**src/rtl/instruction_issuer_if.sv**
```systemverilog
// Bundle of program-load, run-control and core-handshake signals for the instruction issuer.
// The slave modport is the issuer; the master modport is whatever drives it (loader + core).
interface instruction_issuer_if #(
  parameter int DEPTH = 16
);
  localparam int AW = $clog2(DEPTH);

  logic          loadEnable;
  logic [AW-1:0] loadAddr;
  logic [31:0]   loadData;
  logic [AW:0]   programLength;
  logic          start;
  logic          abort;
  logic          completeInstruction;

  logic [31:0]   instruction;
  logic          validInstruction;
  logic          busy;
  logic          done;
  logic          timeoutError;
  logic [AW-1:0] currentPC;
  logic [31:0]   issuedCount;
  logic [31:0]   completedCount;

  modport master (
    output loadEnable, loadAddr, loadData, programLength, start, abort, completeInstruction,
    input  instruction, validInstruction, busy, done, timeoutError, currentPC,
           issuedCount, completedCount
  );

  modport slave (
    input  loadEnable, loadAddr, loadData, programLength, start, abort, completeInstruction,
    output instruction, validInstruction, busy, done, timeoutError, currentPC,
           issuedCount, completedCount
  );
endinterface

```
**src/rtl/instruction_issuer.sv**
```systemverilog
// Issues a preloaded program one instruction at a time to a core, waiting for each
// completion (bounded by TIMEOUT cycles) before presenting the next word.
module instruction_issuer #(
  parameter int DEPTH   = 16,
  parameter int TIMEOUT = 64
) (
  input logic                  clk,
  input logic                  reset,
  instruction_issuer_if.slave  bus
);
  localparam int AW = $clog2(DEPTH);
  localparam int WW = (TIMEOUT > 2) ? $clog2(TIMEOUT) : 1;

  localparam logic [AW:0]   DEPTH_LEN  = DEPTH[AW:0];
  localparam logic [AW:0]   ONE_LEN    = {{AW{1'b0}}, 1'b1};
  localparam logic [AW-1:0] FIRST_PC   = '0;
  // Last WAIT cycle before the error: the error state then starts TIMEOUT cycles after the strobe.
  localparam logic [WW-1:0] WAIT_LIMIT = WW'(TIMEOUT - 2);

  typedef enum logic [2:0] {IDLE, ISSUE, WAIT, DONE, ERROR} state_t;

  state_t        state;
  logic [31:0]   mem [DEPTH];
  logic [AW-1:0] pc;
  logic [AW-1:0] lastPc;
  logic [WW-1:0] waitCnt;
  logic [31:0]   instructionQ;
  logic [31:0]   issuedQ;
  logic [31:0]   completedQ;
  logic          validQ;
  logic          busyQ;
  logic          doneQ;
  logic          errorQ;

  logic [AW:0]   clampedLen;
  logic [AW:0]   lastIdx;
  logic [AW-1:0] nextPc;

  assign clampedLen = (bus.programLength > DEPTH_LEN) ? DEPTH_LEN : bus.programLength;
  assign lastIdx    = clampedLen - ONE_LEN;
  assign nextPc     = pc + 1'b1;

  // NOTE: the program buffer deliberately has no reset, so a reset keeps the loaded
  // program and avoids a reset fan-out to every storage bit.
  always_ff @(posedge clk) begin
    if (bus.loadEnable && !busyQ) begin
      mem[bus.loadAddr] <= bus.loadData;
    end
  end

  // NOTE: every register here uses non-blocking assignment so all state updates
  // see the same pre-edge values regardless of statement order.
  always_ff @(posedge clk) begin
    if (reset) begin
      state        <= IDLE;
      instructionQ <= '0;
      validQ       <= 1'b0;
      busyQ        <= 1'b0;
      doneQ        <= 1'b0;
      errorQ       <= 1'b0;
      pc           <= '0;
      lastPc       <= '0;
      waitCnt      <= '0;
      issuedQ      <= '0;
      completedQ   <= '0;
    end else if (bus.abort) begin
      state  <= IDLE;
      validQ <= 1'b0;
      busyQ  <= 1'b0;
      doneQ  <= 1'b0;
      errorQ <= 1'b0;
    end else begin
      validQ <= 1'b0;
      case (state)
        IDLE, DONE, ERROR: begin
          if (bus.start) begin
            completedQ <= '0;
            pc         <= '0;
            errorQ     <= 1'b0;
            if (clampedLen == '0) begin
              state   <= DONE;
              busyQ   <= 1'b0;
              doneQ   <= 1'b1;
              issuedQ <= '0;
            end else begin
              // Counts restart at zero; the first strobe is already counted while it is shown.
              state        <= ISSUE;
              busyQ        <= 1'b1;
              doneQ        <= 1'b0;
              validQ       <= 1'b1;
              instructionQ <= mem[FIRST_PC];
              issuedQ      <= 32'd1;
              lastPc       <= lastIdx[AW-1:0];
            end
          end
        end

        ISSUE: begin
          state   <= WAIT;
          waitCnt <= '0;
        end

        WAIT: begin
          if (bus.completeInstruction) begin
            completedQ <= completedQ + 32'd1;
            if (pc == lastPc) begin
              state <= DONE;
              busyQ <= 1'b0;
              doneQ <= 1'b1;
            end else begin
              state        <= ISSUE;
              pc           <= nextPc;
              validQ       <= 1'b1;
              instructionQ <= mem[nextPc];
              issuedQ      <= issuedQ + 32'd1;
            end
          end else if (waitCnt == WAIT_LIMIT) begin
            state  <= ERROR;
            busyQ  <= 1'b0;
            errorQ <= 1'b1;
          end else begin
            waitCnt <= waitCnt + 1'b1;
          end
        end

        default: begin
          state <= IDLE;
          busyQ <= 1'b0;
          doneQ <= 1'b0;
        end
      endcase
    end
  end

  assign bus.instruction      = instructionQ;
  assign bus.validInstruction = validQ;
  assign bus.busy             = busyQ;
  assign bus.done             = doneQ;
  assign bus.timeoutError     = errorQ;
  assign bus.currentPC        = pc;
  assign bus.issuedCount      = issuedQ;
  assign bus.completedCount   = completedQ;
endmodule

```
**src/flat_wrapper.sv**
```systemverilog
// flat-port wrapper written by rule: the top's interface ports become plain ports
module instruction_issuer_flat 
#(
  parameter int DEPTH   = 16,
  parameter int TIMEOUT = 64
)
  (clk, reset, bus_loadEnable, bus_loadAddr, bus_loadData, bus_programLength, bus_start, bus_abort, bus_completeInstruction, bus_instruction, bus_validInstruction, bus_busy, bus_done, bus_timeoutError, bus_currentPC, bus_issuedCount, bus_completedCount);
  instruction_issuer_if #(.DEPTH(DEPTH)) bus_i ();
  input logic clk;
  input logic reset;
  input wire logic [$bits(bus_i.loadEnable)-1:0] bus_loadEnable;
  input wire logic [$bits(bus_i.loadAddr)-1:0] bus_loadAddr;
  input wire logic [$bits(bus_i.loadData)-1:0] bus_loadData;
  input wire logic [$bits(bus_i.programLength)-1:0] bus_programLength;
  input wire logic [$bits(bus_i.start)-1:0] bus_start;
  input wire logic [$bits(bus_i.abort)-1:0] bus_abort;
  input wire logic [$bits(bus_i.completeInstruction)-1:0] bus_completeInstruction;
  output wire logic [$bits(bus_i.instruction)-1:0] bus_instruction;
  output wire logic [$bits(bus_i.validInstruction)-1:0] bus_validInstruction;
  output wire logic [$bits(bus_i.busy)-1:0] bus_busy;
  output wire logic [$bits(bus_i.done)-1:0] bus_done;
  output wire logic [$bits(bus_i.timeoutError)-1:0] bus_timeoutError;
  output wire logic [$bits(bus_i.currentPC)-1:0] bus_currentPC;
  output wire logic [$bits(bus_i.issuedCount)-1:0] bus_issuedCount;
  output wire logic [$bits(bus_i.completedCount)-1:0] bus_completedCount;
  assign bus_i.loadEnable = bus_loadEnable;
  assign bus_i.loadAddr = bus_loadAddr;
  assign bus_i.loadData = bus_loadData;
  assign bus_i.programLength = bus_programLength;
  assign bus_i.start = bus_start;
  assign bus_i.abort = bus_abort;
  assign bus_i.completeInstruction = bus_completeInstruction;
  assign bus_instruction = bus_i.instruction;
  assign bus_validInstruction = bus_i.validInstruction;
  assign bus_busy = bus_i.busy;
  assign bus_done = bus_i.done;
  assign bus_timeoutError = bus_i.timeoutError;
  assign bus_currentPC = bus_i.currentPC;
  assign bus_issuedCount = bus_i.issuedCount;
  assign bus_completedCount = bus_i.completedCount;
  instruction_issuer #(.DEPTH(DEPTH), .TIMEOUT(TIMEOUT)) u_core (.clk(clk), .reset(reset), .bus(bus_i));
endmodule
```
**config.mk**
```make
export PLATFORM = sky130hd
export DESIGN_NAME = instruction_issuer_flat
export DESIGN_NICKNAME = d
export VERILOG_FILES = /design/src/rtl/instruction_issuer_if.sv /design/src/rtl/instruction_issuer.sv /design/src/flat_wrapper.sv
export SDC_FILE = /design/constraint.sdc
export NUM_CORES = 1
export LEC_CHECK = 0
export ABC_AREA = 1
export CAP_MARGIN = 20
export CELL_PAD_IN_SITES_DETAIL_PLACEMENT = 1
export CELL_PAD_IN_SITES_GLOBAL_PLACEMENT = 1
export CORE_ASPECT_RATIO = 1.75
export CORE_MARGIN = 4
export CORE_UTILIZATION = 47
export DETAILED_ROUTE_END_ITERATION = 7
export PLACE_DENSITY = 0.85
export REMOVE_ABC_BUFFERS = 1
export SETUP_SLACK_MARGIN = 0.4
export SYNTH_ARGS = -nofsm -noshare
export SYNTH_HDL_FRONTEND = slang
export SYNTH_SLANG_ARGS = --single-unit
export TNS_END_PERCENT = 100
```
**constraint.sdc**
```tcl
create_clock -name clk -period 3.3 [get_ports clk]
set_input_delay 0.66 -clock clk [delete_from_list [all_inputs] [get_ports clk]]
set_output_delay 0.66 -clock clk [all_outputs]
set_load 0.05 [all_outputs]
```
# Word-level counts from Yosys, hierarchy flattened

Memories as Yosys holds them, arrays and structs flattened.
Index checks and enable logic that the tools add are counted.

$add $sub $neg: 5
Magnitude comparators: 1
Equality and inequality tests: 16
Reduce and logical (&&, ||, !) cells: 17
Muxes and demuxes: 48
Bitwise logic cells: 3

Operators with widths:

| cell                                                                  | count |
|---|---|
| 32-bit two-way mux                                                    | 9 |
| 32-bit one-hot mux with 2 select lines                                | 3 |
| 32-bit by 1-bit adder with 32-bit output, second input constant       | 2 |
| 4-bit AND reduction                                                   | 6 |
| 1-bit two-way mux                                                     | 18 |
| 4-bit two-way mux                                                     | 3 |
| 6-bit two-way mux                                                     | 2 |
| 2-bit != test, second input constant                                  | 6 |
| 6-bit one-hot mux with 2 select lines                                 | 1 |
| 3-bit two-way mux                                                     | 3 |
| 3-bit one-hot mux with 3 select lines                                 | 1 |
| 4-bit one-hot mux with 2 select lines                                 | 1 |
| 6-bit by 1-bit adder with 6-bit output, second input constant         | 1 |
| 3-bit by 2-bit equality test with 1-bit output, second input constant | 2 |
| 6-bit equality test, second input constant                            | 1 |
| 3-bit by 2-bit != test with 1-bit output, second input constant       | 2 |
| 1-bit one-hot mux with 3 select lines                                 | 2 |
| 6-bit AND reduction                                                   | 1 |
| 5-bit greater-than comparator, second input constant                  | 1 |
| 5-bit logical NOT                                                     | 1 |
| 5-bit two-way mux                                                     | 1 |
| 5-bit AND reduction                                                   | 1 |
| 4-bit by 1-bit adder with 4-bit output, second input constant         | 1 |
| 4-bit equality test                                                   | 1 |
| other kinds (14)                                                      | 20 |

Logic and storage cells: 102
Output and inout bits: 104
Bits in registers: 117
Memories kept: 1
Memory bits (writable): 512

Memories:

| name       | depth | width | rd ports | clocked after memory_dff | write ports | line                     | text |
|---|---|---|---|---|---|---|---|
| u_core.mem | 16    | 32    | 2        | 0                        | 1           | instruction_issuer.sv:23 | `logic [31:0] mem [DEPTH];` |

# Depth between registers and ports, before layout

Word-level depth: 6
Depth in mapped cells: 13
Depth with buffers taken out: 12

# Worst setup path after synthesis

OpenSTA, ideal clock, no wires.

Kind: input port to flip-flop
Start point: input port bus_loadEnable
End point: memory u_core.mem[11][0], enable pin
Stages: 4
Buffers on the path: 0
Path slack: 0.498 ns
Data required time: 2.879 ns
Data arrival time: 2.381 ns
Cells stage by stage: inv_1 nor2_1 nand3_1 nor2_1

Word-level cells in the longest chain between the ends: 3

RTL lines:

| what                                    | line                     | text |
|---|---|---|
| start: declaration                      | flat_wrapper.sv:11       | `input wire logic [$bits(bus_i.loadEnable)-1:0] bus_loadEnable;` |
| 1-bit logical AND                       | instruction_issuer.sv:46 | `if (bus.loadEnable && !busyQ) begin` |
| 1-bit two-way mux                       | instruction_issuer.sv:46 |  |
| 1-bit two-way mux (implied by the code) | instruction_issuer.sv:47 | `mem[bus.loadAddr] <= bus.loadData;` |
| end: declaration                        | instruction_issuer.sv:23 |  |

Every way passes these cells.

# Worst setup path in the final report

Start point: register u_core.pc[0], in the netlist u_core.bus.currentPC[0]
End point: output port bus_currentPC[0]

RTL lines:

| what                     | line                      | text |
|---|---|---|
| start: declaration       | instruction_issuer.sv:24  | `logic [AW-1:0] pc;` |
| start signal: assignment | instruction_issuer.sv:112 | `pc <= nextPc;` |
| end: declaration         | flat_wrapper.sv:23        | `output wire logic [$bits(bus_i.currentPC)-1:0] bus_currentPC;` |

No word-level cell between the ends.

==> summary.md <==
| Metric | Value |
|---|---|
| Syn avg cell area | 9.50 µm² |
| Routability Congestion | 0.918 |
| H-tree level count | 2 |
| Core area | 57300 µm² |
| CP Max Fanout | 7 |
| Synth top area share | 56.4% |
| Hold EP | u_core.lastPc[2] |
| Post-CTS Setup Bufs | 0 |
| Die area | 62100 µm² |
| Vias/cell | 5.77 |
| Area grow syn2layout | 16.9% |
| Initial DRC count | 1736 |
| FF-to-FF End | u_core.bus.instruction[11] |
| Die W | 190 µm |
| Crit start category | register |
| Hold_buf cts | 0 |
| Distinct cells, synth | 42 |
| CP Data Required Time | 2.64 ns |
| Logic pwr share | 6.1% |
| Die Height | 327 µm |
| Setup TNS | 0 ns |
| Final slew viol count | 0 |
| CP max stage cell | clkdlybuf4s50_1 |
| Crit end category | output pin |
| Relative slew slack | 43.7% |
| GR Overflow Total | 0 |
| CTS sink cnt | 629 |
| Yosys Warn Count | 0 |
| Slowest cell delay on critical path | 0.87 ns |
| Worst Path Buf+Inv | 1 |
| Seq pwr share | 51.6% |
| R2r setup slk | 0.83 ns |
| Top cell family by delay on the critical path | buffers and inverters |
| FMAX | 0.373 GHz |
| FF+latch count, synth | 629 |
| Dominant synthesized flop cell | edfxtp_1 |
| Initial core utilization | 47.6% |
| Count of final setup violators | 0 |
| CP arrival | 2.02 ns |
| Clock Power Share | 42.3% |
| Post-synth top cells | nand2_1 (1087), edfxtp_1 (512), nand3_1 (425), nor2_1 (225), inv_1 (171) |
| Internal power | 13.1 mW |
| Wire length of the first global-routing pass | 134 mm |
| Leak | 11.7 nW |
| Vias in the first global route | 23.7k |
| Count of final hold-check violations | 0 |
| Period utilisation layout | 81.2% |
| Initial antenna violation count | 2 |
| Seq/Total Area, Yosys | 65.0% |
| DRC | 0 |
| Worst-Margin Slew | 0.842 ns |
| Count leader, synth | nand2_1 |
| CTS tree | done |
| Syn Inst Count | 2872 |
| RR Startpoint | u_core.bus.currentPC[0] |
| Clock-pin slew on the worst setup and hold paths | 0.07 ns |
| Hold_ws | 0.501 ns |
| Final WS setup | 0.621 ns |
| Share of cells above drive strength 1 | 5.74% |
| Post-place setup slack | 0.342 ns |
| Hold crit path type | reg2reg |
| Latest clock arrival within the worst-skew pair | 0.64 ns |
| First-pass detailed-route iteration total | 8 |
| Cell Rows | 116 |
| FFs w/ async S/R, synth | 0% |
| CP Cell Sequence | clkdlybuf4s50_1 |
| Post-synth EDFFs | 512 |
| TritonCTS buffer count | 57 |
| Clock root buffer master | clkbuf_16 |
| Port Buffer Count | 150 |
| Sw Pwr | 3.87 mW |
| RSZ-0062 raised after global routing | false |
| Per-cell routed wire length | 23.0 µm |
| VDD IR-drop max | 0.547 mV |
| Total GRT Usage | 27.7% |
| Pwr dens | 533 nW/µm² |
| Synthesized area | 27300 µm² |
| Largest cells by area after synthesis | edfxtp_1 (56%), nand2_1 (15%), dfxtp_1 (8.6%), nand3_1 (7.8%), nor2_1 (3.1%) |
| Status | finished, final reports clean |
| Nets@finish | 3038 |
| Net Sw Frac | 22.8% |
| PostCTS Resize Cnt | 0 |
| R2R depth | 10 |
| Largest net degree at the start of global routing | 150 |
| Total power | 17.0 mW |
| Worst setup path class | reg2out |
| Hold depth | 2 |
| Min-delay src | u_core.lastPc[2] |
| Minimum clock period | 2.68 ns |
| DR vias | 21.9k |
| DP HPWL | 54.7 mm |
| Max Cap Viol | 0 |
| Ports | 151 |
| Total wire length | 87.3 mm |
| Post-synth top area cell | edfxtp_1 |
| Setup Skew | 0.0430 ns |
| Detail Route Antenna Nets | 0 |
| Clk buf depth | 3 |
area by class of cell:
| cell class | count | area [µm²] |
|---|---|---|
| tap | 767 | 960 |
| fill | 6311 | 25500 |
| timing repair buffer | 191 | 2100 |
| sequential | 629 | 17700 |
| inverter | 178 | 679 |
| clock buffer | 68 | 1470 |
| antenna | 1 | 2.50 |
| clock inverter | 37 | 542 |
| multi-input combinational | 1928 | 8400 |
routing by layer:
layer  part of all wire, %  global-route usage (%)  up-vias
li1                      -                       -     9774
met1                    36                    32.4    10900
met2                    52                    50.2      983
met3                   6.9                    3.78      269
met4                   4.8                    12.8        2
met5                 0.015                       0        -
state kept, by name, indices dropped and copies added, names as in the netlist:
name,flops
u_core.lastPc,4
u_core.bus.completedCount,32
u_core.state,3
u_core.bus.busy,1
u_core.bus.currentPC,4
u_core.bus.validInstruction,1
u_core.bus.issuedCount,32
u_core.mem,512
u_core.waitCnt,6
u_core.bus.instruction,32
u_core.bus.timeoutError,1
u_core.bus.done,1
cells in the final DEF, fill, tap and decap left out, types with 2 or more instances in the layout:
cell type / n
ha_1: 5
clkinv_4: 2
and2_1: 2
nand3_1: 425
inv_6: 2
a211oi_1: 2
o21ai_1: 9
buf_12: 23
inv_4: 2
nand4_1: 23
inv_2: 6
clkbuf_1: 11
clkinv_2: 6
nor2_4: 18
or2_2: 3
buf_4: 18
nand3_2: 2
xnor2_1: 2
a21oi_1: 85
edfxtp_1: 512
bufinv_16: 12
inv_1: 168
o21bai_1: 5
clkinv_1: 8
nand2_1: 1087
dfxtp_1: 116
nand3b_1: 2
clkinvlp_4: 6
xor2_1: 5
nor3_1: 13
clkdlybuf4s50_1: 150
o21ai_0: 14
nor2_1: 209
nand2_4: 2
clkbuf_16: 57
worst min-delay path, delay by kind of cell, from the launching register on:
family	cells	cell delay, ns
buffers and inverters	1	0.07
DFF	1	0.32
AOI/OAI and AO/OA	1	0.07
metrics by stage:
step                std cells  utilization [%]  area (µm²)
global placement         3692             52.0       29800
floorplan                2735                -       26600
finish                   3799             55.6       31900
global route             3798             55.6       31900
detailed placement       3692             52.0       29800
CTS                      3797             55.5       31800
cell families (layout without fill, tap and decap cells):
kind of cell    after synthesis  count (layout)  share of synthesized area [%]
fa+ha+maj                     6               6                          0.275
simple gates               1793            1793                           27.3
flops                       629             629                           65.0
compound gates              120             120                           2.35
xor+xnor                      9               9                          0.289
other cells                   0               1                              0
buf+inv                     315             474                           4.82
power by group through the flow:
stage | sequential [mW] | clock, mW | combinational [mW]
6_report | 8.76 | 7.18 | 1.04
5_1_grt | 8.77 | 7.57 | 1.12
4_1_cts | 8.76 | 7.26 | 1.04
3_5_place_dp | 8.93 | 0 | 1.02
3_3_place_gp | 8.93 | 0 | 0.968
2_1_floorplan | 9.07 | 0 | 0.382
worst max-delay path by stage:
| stage | startpoint | endpoint | slack, ns | cells past startpoint |
|---|---|---|---|---|
| detailed placement | bus_loadEnable | u_core.mem[14][26] | 0.34 | 6 |
| CTS | u_core.bus.currentPC[0] | bus_currentPC[0] | 0.58 | 1 |
| finish | u_core.bus.currentPC[0] | bus_currentPC[0] | 0.62 | 1 |
| floorplan | u_core.bus.currentPC[0] | u_core.bus.instruction[0] | -7.21 | 9 |
| global route | u_core.bus.currentPC[0] | bus_currentPC[0] | 0.58 | 1 |
| global placement | bus_loadEnable | u_core.mem[14][26] | 0.47 | 6 |
(Power assumes the default switching activity.)
